`src/rtl/rs232_time_loader_if.sv`:
```
// rs232_time_loader_if
//   Groups the serial input and the parsed-time outputs of rs232_time_loader.
//   master: the loader (consumes rx, drives the time/status outputs).
//   slave : the surroundings (drive rx, consume the time/status outputs).
//   Signals:
//     rx        raw serial line, idles high
//     time_bcd  last accepted MM:SS preset, digits M1 M0 S1 S0 from MSB
//     time_load one-cycle strobe when time_bcd is updated
//     frame_err one-cycle strobe when a stop bit samples low
//     busy      high while a character frame is in progress
interface rs232_time_loader_if;
  logic        rx;
  logic [15:0] time_bcd;
  logic        time_load;
  logic        frame_err;
  logic        busy;

  modport master (
    input  rx,
    output time_bcd, time_load, frame_err, busy
  );

  modport slave (
    output rx,
    input  time_bcd, time_load, frame_err, busy
  );
endinterface

```
`src/rtl/rs232_time_loader.sv`:
```
// rs232_time_loader
//   8N1 UART receiver plus a command parser that turns "MMSS<CR>" ASCII
//   presets into a 4-digit BCD value with a one-cycle load strobe for the
//   timer core.
//   Parameters:
//     CLK_FREQ  clk frequency in Hz
//     BAUD      line rate; DIV = CLK_FREQ/BAUD clocks per bit (>= 16)
//   Ports:
//     clk       single clock
//     rst_n     asynchronous active-low reset
//     io        rs232_time_loader_if.master (rx in; time_bcd, time_load,
//               frame_err, busy out)
module rs232_time_loader #(
  parameter int unsigned CLK_FREQ = 25175000,
  parameter int unsigned BAUD     = 9600
) (
  input  logic                      clk,
  input  logic                      rst_n,
  rs232_time_loader_if.master       io
);

  localparam int unsigned DIV = CLK_FREQ / BAUD;
  localparam int unsigned CW  = $clog2(DIV);
  // Counter reloads hold "cycles remaining minus one" so expiry is cnt == 0.
  localparam logic [CW-1:0] HALF_M1 = CW'(DIV / 2 - 1);
  localparam logic [CW-1:0] FULL_M1 = CW'(DIV - 1);

  typedef enum logic [2:0] {
    IDLE,
    START,
    DATA,
    STOP,
    WAIT_HIGH
  } rx_state_t;

  logic            rx_meta;
  logic            rxs;
  rx_state_t       state;
  logic [CW-1:0]   cnt;
  logic [2:0]      bit_idx;
  logic [7:0]      shreg;
  logic            frame_err_r;
  logic            expire;
  logic            byte_valid;

  logic [15:0]     stage;
  logic [2:0]      count;
  logic            ovf;
  logic [15:0]     time_bcd_r;
  logic            time_load_r;
  logic            is_digit;

  // Two-flop synchronizer; resets to the idle line level.
  always_ff @(posedge clk or negedge rst_n) begin
    if (!rst_n) begin
      rx_meta <= 1'b1;
      rxs     <= 1'b1;
    end else begin
      rx_meta <= io.rx;
      rxs     <= rx_meta;
    end
  end

  assign expire = (cnt == '0);

  always_ff @(posedge clk or negedge rst_n) begin
    if (!rst_n) begin
      state       <= IDLE;
      cnt         <= '0;
      bit_idx     <= '0;
      shreg       <= '0;
      frame_err_r <= 1'b0;
    end else begin
      frame_err_r <= 1'b0;
      case (state)
        IDLE: begin
          if (!rxs) begin
            state <= START;
            cnt   <= HALF_M1;
          end
        end
        START: begin
          if (expire) begin
            if (rxs) begin
              state <= IDLE;
            end else begin
              state   <= DATA;
              cnt     <= FULL_M1;
              bit_idx <= '0;
            end
          end else begin
            cnt <= cnt - 1'b1;
          end
        end
        DATA: begin
          if (expire) begin
            shreg <= {rxs, shreg[7:1]};
            cnt   <= FULL_M1;
            if (bit_idx == 3'd7) state <= STOP;
            else                 bit_idx <= bit_idx + 3'd1;
          end else begin
            cnt <= cnt - 1'b1;
          end
        end
        STOP: begin
          if (expire) begin
            if (rxs) begin
              state <= IDLE;
            end else begin
              frame_err_r <= 1'b1;
              state       <= WAIT_HIGH;
            end
          end else begin
            cnt <= cnt - 1'b1;
          end
        end
        WAIT_HIGH: begin
          if (rxs) state <= IDLE;
        end
        default: state <= IDLE;
      endcase
    end
  end

  // The parser consumes the byte on the stop-sample cycle itself so that
  // time_load lands exactly one cycle after that sample.
  assign byte_valid = (state == STOP) && expire && rxs;
  assign is_digit   = (shreg >= 8'h30) && (shreg <= 8'h39);

  always_ff @(posedge clk or negedge rst_n) begin
    if (!rst_n) begin
      stage       <= '0;
      count       <= '0;
      ovf         <= 1'b0;
      time_bcd_r  <= '0;
      time_load_r <= 1'b0;
    end else begin
      time_load_r <= 1'b0;
      if (byte_valid) begin
        if (is_digit) begin
          if (count == 3'd4) begin
            ovf <= 1'b1;
          end else begin
            stage <= {stage[11:0], shreg[3:0]};
            count <= count + 3'd1;
          end
        end else begin
          // CR with exactly four digits and a valid tens-of-seconds digit
          // commits; any non-digit (accepted or not) restarts the command.
          if (shreg == 8'h0D && count == 3'd4 && !ovf && stage[7:4] <= 4'd5) begin
            time_bcd_r  <= stage;
            time_load_r <= 1'b1;
          end
          stage <= '0;
          count <= '0;
          ovf   <= 1'b0;
        end
      end
    end
  end

  assign io.time_bcd  = time_bcd_r;
  assign io.time_load = time_load_r;
  assign io.frame_err = frame_err_r;
  assign io.busy      = (state != IDLE);

endmodule

```
`src/flat_wrapper.sv`:
```
// flat-port wrapper written by rule: the top's interface ports become plain ports
module rs232_time_loader_flat 
#(
  parameter int unsigned CLK_FREQ = 25175000,
  parameter int unsigned BAUD     = 9600
)
  (clk, rst_n, io_rx, io_time_bcd, io_time_load, io_frame_err, io_busy);
  rs232_time_loader_if io_i ();
  input  logic clk;
  input  logic rst_n;
  input wire logic [$bits(io_i.rx)-1:0] io_rx;
  output wire logic [$bits(io_i.time_bcd)-1:0] io_time_bcd;
  output wire logic [$bits(io_i.time_load)-1:0] io_time_load;
  output wire logic [$bits(io_i.frame_err)-1:0] io_frame_err;
  output wire logic [$bits(io_i.busy)-1:0] io_busy;
  assign io_i.rx = io_rx;
  assign io_time_bcd = io_i.time_bcd;
  assign io_time_load = io_i.time_load;
  assign io_frame_err = io_i.frame_err;
  assign io_busy = io_i.busy;
  rs232_time_loader #(.CLK_FREQ(CLK_FREQ), .BAUD(BAUD)) u_core (.clk(clk), .rst_n(rst_n), .io(io_i));
endmodule
```
`config.mk`:
```
export PLATFORM = sky130hd
export DESIGN_NAME = rs232_time_loader_flat
export DESIGN_NICKNAME = d
export VERILOG_FILES = /design/src/rtl/rs232_time_loader_if.sv /design/src/rtl/rs232_time_loader.sv /design/src/flat_wrapper.sv
export SDC_FILE = /design/constraint.sdc
export NUM_CORES = 1
export LEC_CHECK = 0
export BUFFER_PORTS_ARGS = -buffer_cell sky130_fd_sc_hd__buf_2
export CAP_MARGIN = 20
export CORE_MARGIN = 10
export CORE_UTILIZATION = 59
export CTS_CLUSTER_SIZE = 16
export DETAILED_ROUTE_END_ITERATION = 10
export PLACE_DENSITY = 0.78
export SLEW_MARGIN = 20
export SYNTH_ARGS = -nofsm -noshare
export SYNTH_HDL_FRONTEND = slang
export SYNTH_SLANG_ARGS = --single-unit
```
`constraint.sdc`:
```
create_clock -name clk -period 2.6 [get_ports clk]
set_input_delay 0.39 -clock clk [delete_from_list [all_inputs] [get_ports clk]]
set_output_delay 0.39 -clock clk [all_outputs]
set_load 0.005 [all_outputs]
```
==> results of run 1 <==
## registers in the layout, indices dropped and copies added, names as in the netlist
register and count:
u_core.stage 16, u_core.io.frame_err 1, u_core.rxs 1, u_core.cnt 12, u_core.rx_meta 1, u_core.io.time_load 1
u_core.state 3, u_core.count 3, u_core.ovf 1, u_core.io.time_bcd 16, u_core.shreg 8, u_core.bit_idx 3
## metrics by stage
stage / util, % / std cells / setup WS (ps) / total power, mW
6_report: 68.4 / 391 / 175 / 2.02
5_1_grt: 68.4 / 391 / 37.0 / 2.10
4_1_cts: 68.4 / 391 / 211 / 2.04
3_5_place_dp: 63.9 / 375 / 230 / 1.08
3_3_place_gp: 63.9 / 375 / 339 / 1.07
2_1_floorplan: - / 292 / 437 / 1.05
## final cells by class
type	count	area, µm²
well taps	70	87.6
clock inverters	4	73.8
repair buffers	29	178
clock buffers	12	155
inverters	11	41.3
multi-input cells	199	1280
flip-flops and latches	66	1650
fillers	406	1600
## worst max path at each step
stage	from	end	slack (ps)
6_report	u_core.cnt[0]$_DFFE_PN0P_	u_core.io.time_bcd[3]$_DFFE_PN0P_	180
5_1_grt	u_core.cnt[0]$_DFFE_PN0P_	u_core.io.time_bcd[15]$_DFFE_PN0P_	40
4_1_cts	u_core.cnt[0]$_DFFE_PN0P_	u_core.io.time_bcd[0]$_DFFE_PN0P_	210
3_5_place_dp	u_core.cnt[0]$_DFFE_PN0P_	u_core.stage[2]$_DFFE_PN0P_	230
3_3_place_gp	u_core.cnt[0]$_DFFE_PN0P_	u_core.io.time_bcd[0]$_DFFE_PN0P_	340
2_1_floorplan	u_core.cnt[0]$_DFFE_PN0P_	u_core.io.time_bcd[10]$_DFFE_PN0P_	440
## cell usage after synthesis (3+ instances only)
cell type and instances:
dfrtp_1 64, nand2_1 50, o21ai_0 23, nor2_1 20, a21oi_1 19, mux2_2 15, inv_1 11, clkbuf_1 10
mux2_4 9, ha_1 6, a22o_1 5, a31oi_1 5, buf_2 4, nand3_1 4, or3_1 4, nor3_1 3
nor4_1 3, o22a_1 3
## per-layer routing
layer / share of wire [%] / vias to the layer above / track usage (%)
li1: - / 1072 / -
met1: 47 / 1077 / 19.4
met2: 47 / 41 / 22.5
met3: 3.8 / 11 / 5.87
met4: 1.6 / 0 / 6.43
met5: 0 / - / 0
## logic make-up (layout without fill, tap and decap cells)
kind of cell	after synthesis	in the layout	synth area share, %
multiplexers	24	24	9.91
flip-flops	66	66	53.9
buffers and inverters	27	56	4.24
AND/OR/NAND/NOR	102	102	16.1
adder cells (fa/ha/maj)	6	6	2.45
AO/OA/AOI/OAI	67	67	13.3
## where the power goes
part | switching, mW | internal (mW) | leakage [nW] | total [mW]
combinational | 0.0194 | 0.00298 | 0.634 | 0.0224
clock | 0.374 | 0.593 | 0.117 | 0.966
sequential | 0.00222 | 1.03 | 0.875 | 1.03
==> flow_summary.yaml, run 1 <==
timing:
  setup_violations: 0
  fin_tns_setup_ps: 0
  rsz0062_at_grt: "false"
  tightest_slew_ps: 800
  hold_viol: 0
  holdWs_ps: 144
  finClkSkew_ps: 7.83
  max_freq_ghz: 0.412
  slew_violations: 0
  min_period_ps: 2420
  fin_crit_sh_pct: 93.3
  slew_headroom_pct: 46.7
die:
  coreArea_um2: 5070
  fp-row-count: 26
  die_h_um: 92.1
  fp.dieW_um: 92.1
  pin_count: 22
  fp.dieArea_um2: 8480
  initial_core_util_pct: 60.4
drt:
  detail_route.vias_per_cell: 5.63
  first_iter_violations: 180
  dr.pass1.iters: 4
  wirelength_um: 5930
  route.vias.total: 2201
  drcViolationCount: 0
  wl_per_cell_um: 15.2
  ant_nets: 0
clock_tree:
  cts-buffers-inserted: 9
  cts_buffer_depth: 2
  hold_buffers: 0
  post_cts_resized: 0
  clock_sinks: 66
  path_clk_slew_ps: 70
  cts_tree: "yes"
  cts_setup_buffers: 0
  htreeDepth: 3
  insertion_delay_ps: 340
  cts_root_buf: "clkbuf_8"
yosys:
  synth_top_cell_by_area: "dfrtp_1"
  ys_types: 41
  synth_cells: 292
  synth_edf_count: 0
  synth_ff_type: "dfrtp_1"
  synthesis.nets: 301
  ys_seq_area_share_pct: 53.9
  synth_area_um2: 3070
  yosys_warnings: 0
  yosysTopAreaCellShare_pct: 52.2
  synth_area_leaders: "dfrtp_1 52%, nand2_1 6.1%, mux2_2 5.5%"
  synthArstFlopShare_pct: 100
  synth_area_per_cell_um2: 10.5
  ys_ff_latch: 66
power_and_ir_drop:
  p_leak_nw: 1.63
  ir_drop_uv: 492
  power_density_nw_per_um2: 582
flow_run:
  cap_violations: 0
global_route:
  grt_max_degree: 67
  grt_pass1_vias: 2252
  grt_use_total_pct: 15.2
  antenna_found_initial: 0
  grt_pass1_wl_um: 10400
  overflow: 0
place:
  routabilityCongestion: 0.905
  port_buffers: 21
  dpl.hpwl_um: 3990
  place_area_um2: 3240
worst_setup_path:
  worstPathArrival_ps: 2650
  reg2reg_slack_ps: 180
  rr_startpoint: "u_core.cnt[0]$_DFFE_PN0P_"
  path_depth: 8
  start_kind: "flip-flop"
  critPathRequiredTime_ps: 2830
  path_class: "flip-flop to flip-flop"
  path_cells: "inv_1 -> ha_1 -> nor4b_2 -> and4_1 -> nand2_4 -> nor3_4 -> buf_4 -> mux2_2"
  cp_slowest_stage_delay_ps: 430
  slowest_stage: "and4_1"
  crit_buf_inv: 2
  reg2reg_depth: 8
  r2r-end: "u_core.io.time_bcd[3]$_DFFE_PN0P_"
  cp-end-kind: "flip-flop"
  worst-path-max-fanout: 16
  cpLargestDelayFamily: "simple AND/OR/NAND/NOR gates"
finish:
  design_area_um2: 3470
  drive_gt1_share_pct: 24.3
  final_net_count: 325
  syn_to_final_growth_pct: 13.3
  insertedDiodeCount: 0
  layout_commonest_cell: "dfrtp_1"
  final_cell_mix: "64 x dfrtp_1, 50 x nand2_1, 23 x o21ai_0"
hold_path:
  hold_path_end: "u_core.rx_meta$_DFF_PN1_"
  min_path_cells: 1
  min_path_type: "primary input to flip-flop"
  worst_hold_startpoint: "io_rx"
status:
  status: "finished, final reports clean"
Power figures use the tool's default switching activity.
==> run 2, diff against run 1 <==
MAX_ROUTING_LAYER = met4   (was not set)
==> run 2 against run 1 <==
Against the previous run:
- via count is 2.5% lower
- non-clock buffer count up 3
- design area fell by 0.65%
- global-route usage hardly changed
- clock-buffer cell count decreased by 1
- combinational power grew 8%
- highest routed layer unchanged
==> flow_summary.yaml, run 2 (same netlist as run 1, synthesis figures left out) <==
worst_setup_path:
  path_class: "flip-flop to flip-flop"
  reg2reg_slack_ps: 230
  reg2reg_depth: 8
  worstPathArrival_ps: 2590
  worst-path-max-fanout: 16
  cp-end-kind: "flip-flop"
  rr_startpoint: "u_core.cnt[0]$_DFFE_PN0P_"
  r2r-end: "u_core.io.time_bcd[3]$_DFFE_PN0P_"
  critPathRequiredTime_ps: 2820
  start_kind: "flip-flop"
clock_tree:
  cts_buffer_depth: 2
  insertion_delay_ps: 340
  htreeDepth: 3
  hold_buffers: 0
  cts_root_buf: "clkbuf_8"
  clock_sinks: 66
  cts_setup_buffers: 0
  path_clk_slew_ps: 80
  cts_tree: "yes"
  cts-buffers-inserted: 9
timing:
  setup_violations: 0
  fin_tns_setup_ps: 0
  holdWs_ps: 72.2
  hold_viol: 0
  min_period_ps: 2370
  finalWorstSetupSlack_ps: 234
  slew_violations: 0
  max_freq_ghz: 0.423
  finClkSkew_ps: 11.4
  tightest_slew_ps: 794
  fin_crit_sh_pct: 91.0
  rsz0062_at_grt: "false"
  slew_headroom_pct: 46.6
finish:
  final_cell_mix: "64 x dfrtp_1, 50 x nand2_1, 23 x o21ai_0"
  drive_gt1_share_pct: 25.0
  final_net_count: 328
  multi_input_area_um2: 1280
  syn_to_final_growth_pct: 12.5
  insertedDiodeCount: 0
  design_area_um2: 3450
  seq_area_um2: 1650
  fillCellCount: 396
  layout_commonest_cell: "dfrtp_1"
drt:
  dr.pass1.iters: 4
  drcViolationCount: 0
  route.vias.total: 2147
  ant_nets: 0
  wirelength_um: 5850
  wl_per_cell_um: 14.8
  detail_route.vias_per_cell: 5.45
  first_iter_violations: 138
global_route:
  grt_pass1_vias: 2203
  grt_use_total_pct: 15.2
  grt_max_degree: 37
  antenna_found_initial: 0
  grt_pass1_wl_um: 10200
  overflow: 0
status:
  status: "finished, final reports clean"
die:
  pin_count: 22
  fp-row-count: 26
  coreArea_um2: 5070
  die_h_um: 92.1
  fp.dieW_um: 92.1
  fp.dieArea_um2: 8480
  initial_core_util_pct: 60.4
power_and_ir_drop:
  p_leak_nw: 1.62
  p_total_mw: 1.90
  ir_drop_uv: 420
  power_density_nw_per_um2: 551
place:
  routabilityCongestion: 0.934
  port_buffers: 21
  pre_cts_slack_ps: 215
  place_area_um2: 3250
  dpl.hpwl_um: 4090
flow_run:
  cap_violations: 0
hold_path:
  min_path_type: "primary input to asynchronous set/reset pin"
## run 2: layout make-up
type | instances | share of cell area, %
multi-input combinational | 199 | 37.2
sequential | 66 | 47.9
timing repair buffer | 32 | 5.44
inverter | 11 | 1.20
clock buffer | 11 | 4.10
tap | 70 | 2.54
clock inverter | 5 | 1.60
## run 2: how the worst max path moves through the flow
stage / startpoint / to / slack, ps / cells past startpoint
floorplan: u_core.cnt[0]$_DFFE_PN0P_ / u_core.io.time_bcd[10]$_DFFE_PN0P_ / 440 / 9
global placement: u_core.cnt[0]$_DFFE_PN0P_ / u_core.io.time_bcd[2]$_DFFE_PN0P_ / 320 / 8
detailed placement: u_core.cnt[0]$_DFFE_PN0P_ / u_core.io.time_bcd[3]$_DFFE_PN0P_ / 220 / 8
CTS: u_core.cnt[0]$_DFFE_PN0P_ / u_core.io.time_bcd[3]$_DFFE_PN0P_ / 200 / 8
global route: u_core.cnt[0]$_DFFE_PN0P_ / u_core.io.time_bcd[3]$_DFFE_PN0P_ / 60 / 8
finish: u_core.cnt[0]$_DFFE_PN0P_ / u_core.io.time_bcd[3]$_DFFE_PN0P_ / 230 / 8
## run 2: critical path, stage by stage (launching register included)
cell and delay [ps]:
dfrtp_1 400, inv_1 90, ha_1 150, nor4b_2 270, and4_2 380, nand2_4 100, nor3_4 180, buf_4 290
mux2_2 370
## run 2: metrics by stage
stage	cells	utilization (%)
after floorplan	292	-
after global placement	378	64.1
after detailed placement	378	64.1
after CTS	394	68.0
after global routing	394	68.0
final	394	68.0
## run 2: repair_timing
item | CTS | global route
endpoints found under the setup margin | 0 | 1
endpoints found under the hold margin | 0 | 0
gates resized for setup | 0 | 1
## run 2: report_power, final
group          switching, mW  internal, mW
Sequential           0.00220          1.03
Combinational         0.0203       0.00397
Clock                  0.381         0.466
## run 2: per-layer routing
metal / vias up / share of wire [%] / global-route usage, %
met2: 42 / 47 / 22.8
met1: 1028 / 49 / 19.0
met3: 2 / 4.3 / 4.32
met5: - / 0 / -
li1: 1075 / - / -
met4: 0 / 0.10 / 6.17
==> run 3, diff against run 2 <==
CELL_PAD_IN_SITES_DETAIL_PLACEMENT = 1   (was not set)
CELL_PAD_IN_SITES_GLOBAL_PLACEMENT = 2   (was not set)
CORE_UTILIZATION = 39   (was 59)
PLACE_DENSITY = not set   (was 0.78)
PLACE_DENSITY_LB_ADDON = 0.1   (was not set)
==> run 3 against run 2 <==
Against the previous run:
- combinational power rose by 7%
- maximum frequency rose by 0.95%
- sequential power barely moved
- clock skew fell by 2.5 ps
- clock power rose by 16%
- core utilization fell by 22 points
- final cell count rose by 8.1%
==> flow_summary.yaml, run 3 (same netlist as run 1, synthesis figures left out) <==
global_route:
  grt_use_total_pct: 12.9
  overflow: 0
  grt_pass1_wl_um: 11600
  grt_pass1_vias: 2248
  antenna_found_initial: 0
  grt_max_degree: 45
place:
  port_buffers: 21
  place_area_um2: 3320
  pre_cts_slack_ps: 264
  place_inst: 410
  dpl.hpwl_um: 4870
  routabilityCongestion: 0.759
timing:
  tightest_slew_ps: 564
  min_period_ps: 2340
  finalWorstSetupSlack_ps: 256
  fin_tns_setup_ps: 0
  slew_headroom_pct: 62.4
  rsz0062_at_grt: "false"
  fin_crit_sh_pct: 90.1
  hold_viol: 0
  finClkSkew_ps: 8.84
  slew_violations: 0
  max_freq_ghz: 0.427
  holdWs_ps: 35.5
  setup_violations: 0
finish:
  final_cell_mix: "64 x dfrtp_1, 50 x nand2_1, 23 x o21ai_0"
  fin_util_pct: 46.1
  final_cells: 426
  syn_to_final_growth_pct: 15.6
  layout_commonest_cell: "dfrtp_1"
  fillCellCount: 883
  insertedDiodeCount: 0
  seq_area_um2: 1650
  final_net_count: 328
  design_area_um2: 3550
  drive_gt1_share_pct: 25.0
  multi_input_area_um2: 1280
worst_setup_path:
  slowest_stage: "dfrtp_1"
  path_class: "flip-flop to flip-flop"
  reg2reg_slack_ps: 260
  cp-end-kind: "flip-flop"
  critPathRequiredTime_ps: 2830
  path_cells: "inv_1 -> ha_1 -> nor4b_2 -> and4_1 -> nand2_4 -> nor3_4 -> buf_4 -> mux2_2"
  worstPathArrival_ps: 2570
  cp_slowest_stage_delay_ps: 410
  worst-path-max-fanout: 16
  start_kind: "flip-flop"
clock_tree:
  htreeDepth: 3
  cts_setup_buffers: 0
  post_cts_resized: 0
  insertion_delay_ps: 340
  cts_root_buf: "clkbuf_8"
  hold_buffers: 0
  cts-buffers-inserted: 9
  cts_buffer_depth: 2
  path_clk_slew_ps: 70
  cts_tree: "yes"
  clock_sinks: 66
drt:
  detail_route.vias_per_cell: 5.24
  drcViolationCount: 0
  route.vias.total: 2232
  wirelength_um: 6950
  wl_per_cell_um: 16.3
  ant_nets: 0
  dr.pass1.iters: 4
  first_iter_violations: 68
status:
  status: "finished, final reports clean"
flow_run:
  cap_violations: 0
die:
  pin_count: 22
  die_h_um: 109
  initial_core_util_pct: 39.9
  fp.dieArea_um2: 11800
  fp.dieW_um: 109
  fp-row-count: 32
  coreArea_um2: 7690
power_and_ir_drop:
  pwr-share-clk_pct: 48.2
  ir_drop_uv: 340
  p_int_mw: 1.60
  seqPwrFrac_pct: 50.6
  p_total_mw: 2.04
  netSwitchingFraction_pct: 21.5
  combPwrFrac_pct: 1.3
  power.switching_uw: 438
  p_leak_nw: 1.64
  power_density_nw_per_um2: 575
hold_path:
  min_path_type: "primary input to asynchronous set/reset pin"
-- run 3: layout make-up --
class	instances	share of cell area, %
Clock buffer	10	3.88
Clock inverter	6	2.54
Tap cell	102	3.60
Sequential cell	66	46.6
Multi-Input combinational cell	199	36.2
Inverter	11	1.16
Timing Repair Buffer	32	6.00
-- run 3: worst paths after layout --
path | startpoint | end | depth (start not counted)
max reg2reg | u_core.cnt[0]$_DFFE_PN0P_ | u_core.io.time_bcd[3]$_DFFE_PN0P_ | 8
min in group clk | io_rx | u_core.rx_meta$_DFF_PN1_ | 1
min | rst_n | u_core.cnt[2]$_DFFE_PN0P_ | 1
max in group asynchronous | rst_n | u_core.stage[11]$_DFFE_PN0P_ | 2
min reg2reg | u_core.rx_meta$_DFF_PN1_ | u_core.rxs$_DFF_PN1_ | 0
max | u_core.cnt[0]$_DFFE_PN0P_ | u_core.io.time_bcd[3]$_DFFE_PN0P_ | 8
-- run 3: power by group through the flow --
stage	Sequential, mW	Combinational (mW)	Clock [mW]
floorplan	1.05	0.00317	0
global placement	1.05	0.0280	0
detailed placement	1.05	0.0280	0
CTS	1.03	0.0280	1.01
global route	1.03	0.0309	1.06
finish	1.03	0.0259	0.982
-- run 3: routing by layer --
layer  GRT usage [%]  part of all wire (%)  wire length (µm)  vias up
li1                -                     -                 -     1078
met1            16.7                    48              3350     1119
met2            18.9                    47              3250       25
met3            3.13                   3.2               225       10
met4            5.37                   1.7               121        0
met5               -                     0                 0        -
-- run 3: worst max-delay path, delay by kind of cell, from the launching register on --
kind / cells / cell delay, ps
simple gates: 4 / 900
mux: 1 / 370
flops: 1 / 410
buf+inv: 2 / 400
fa+ha+maj: 1 / 150
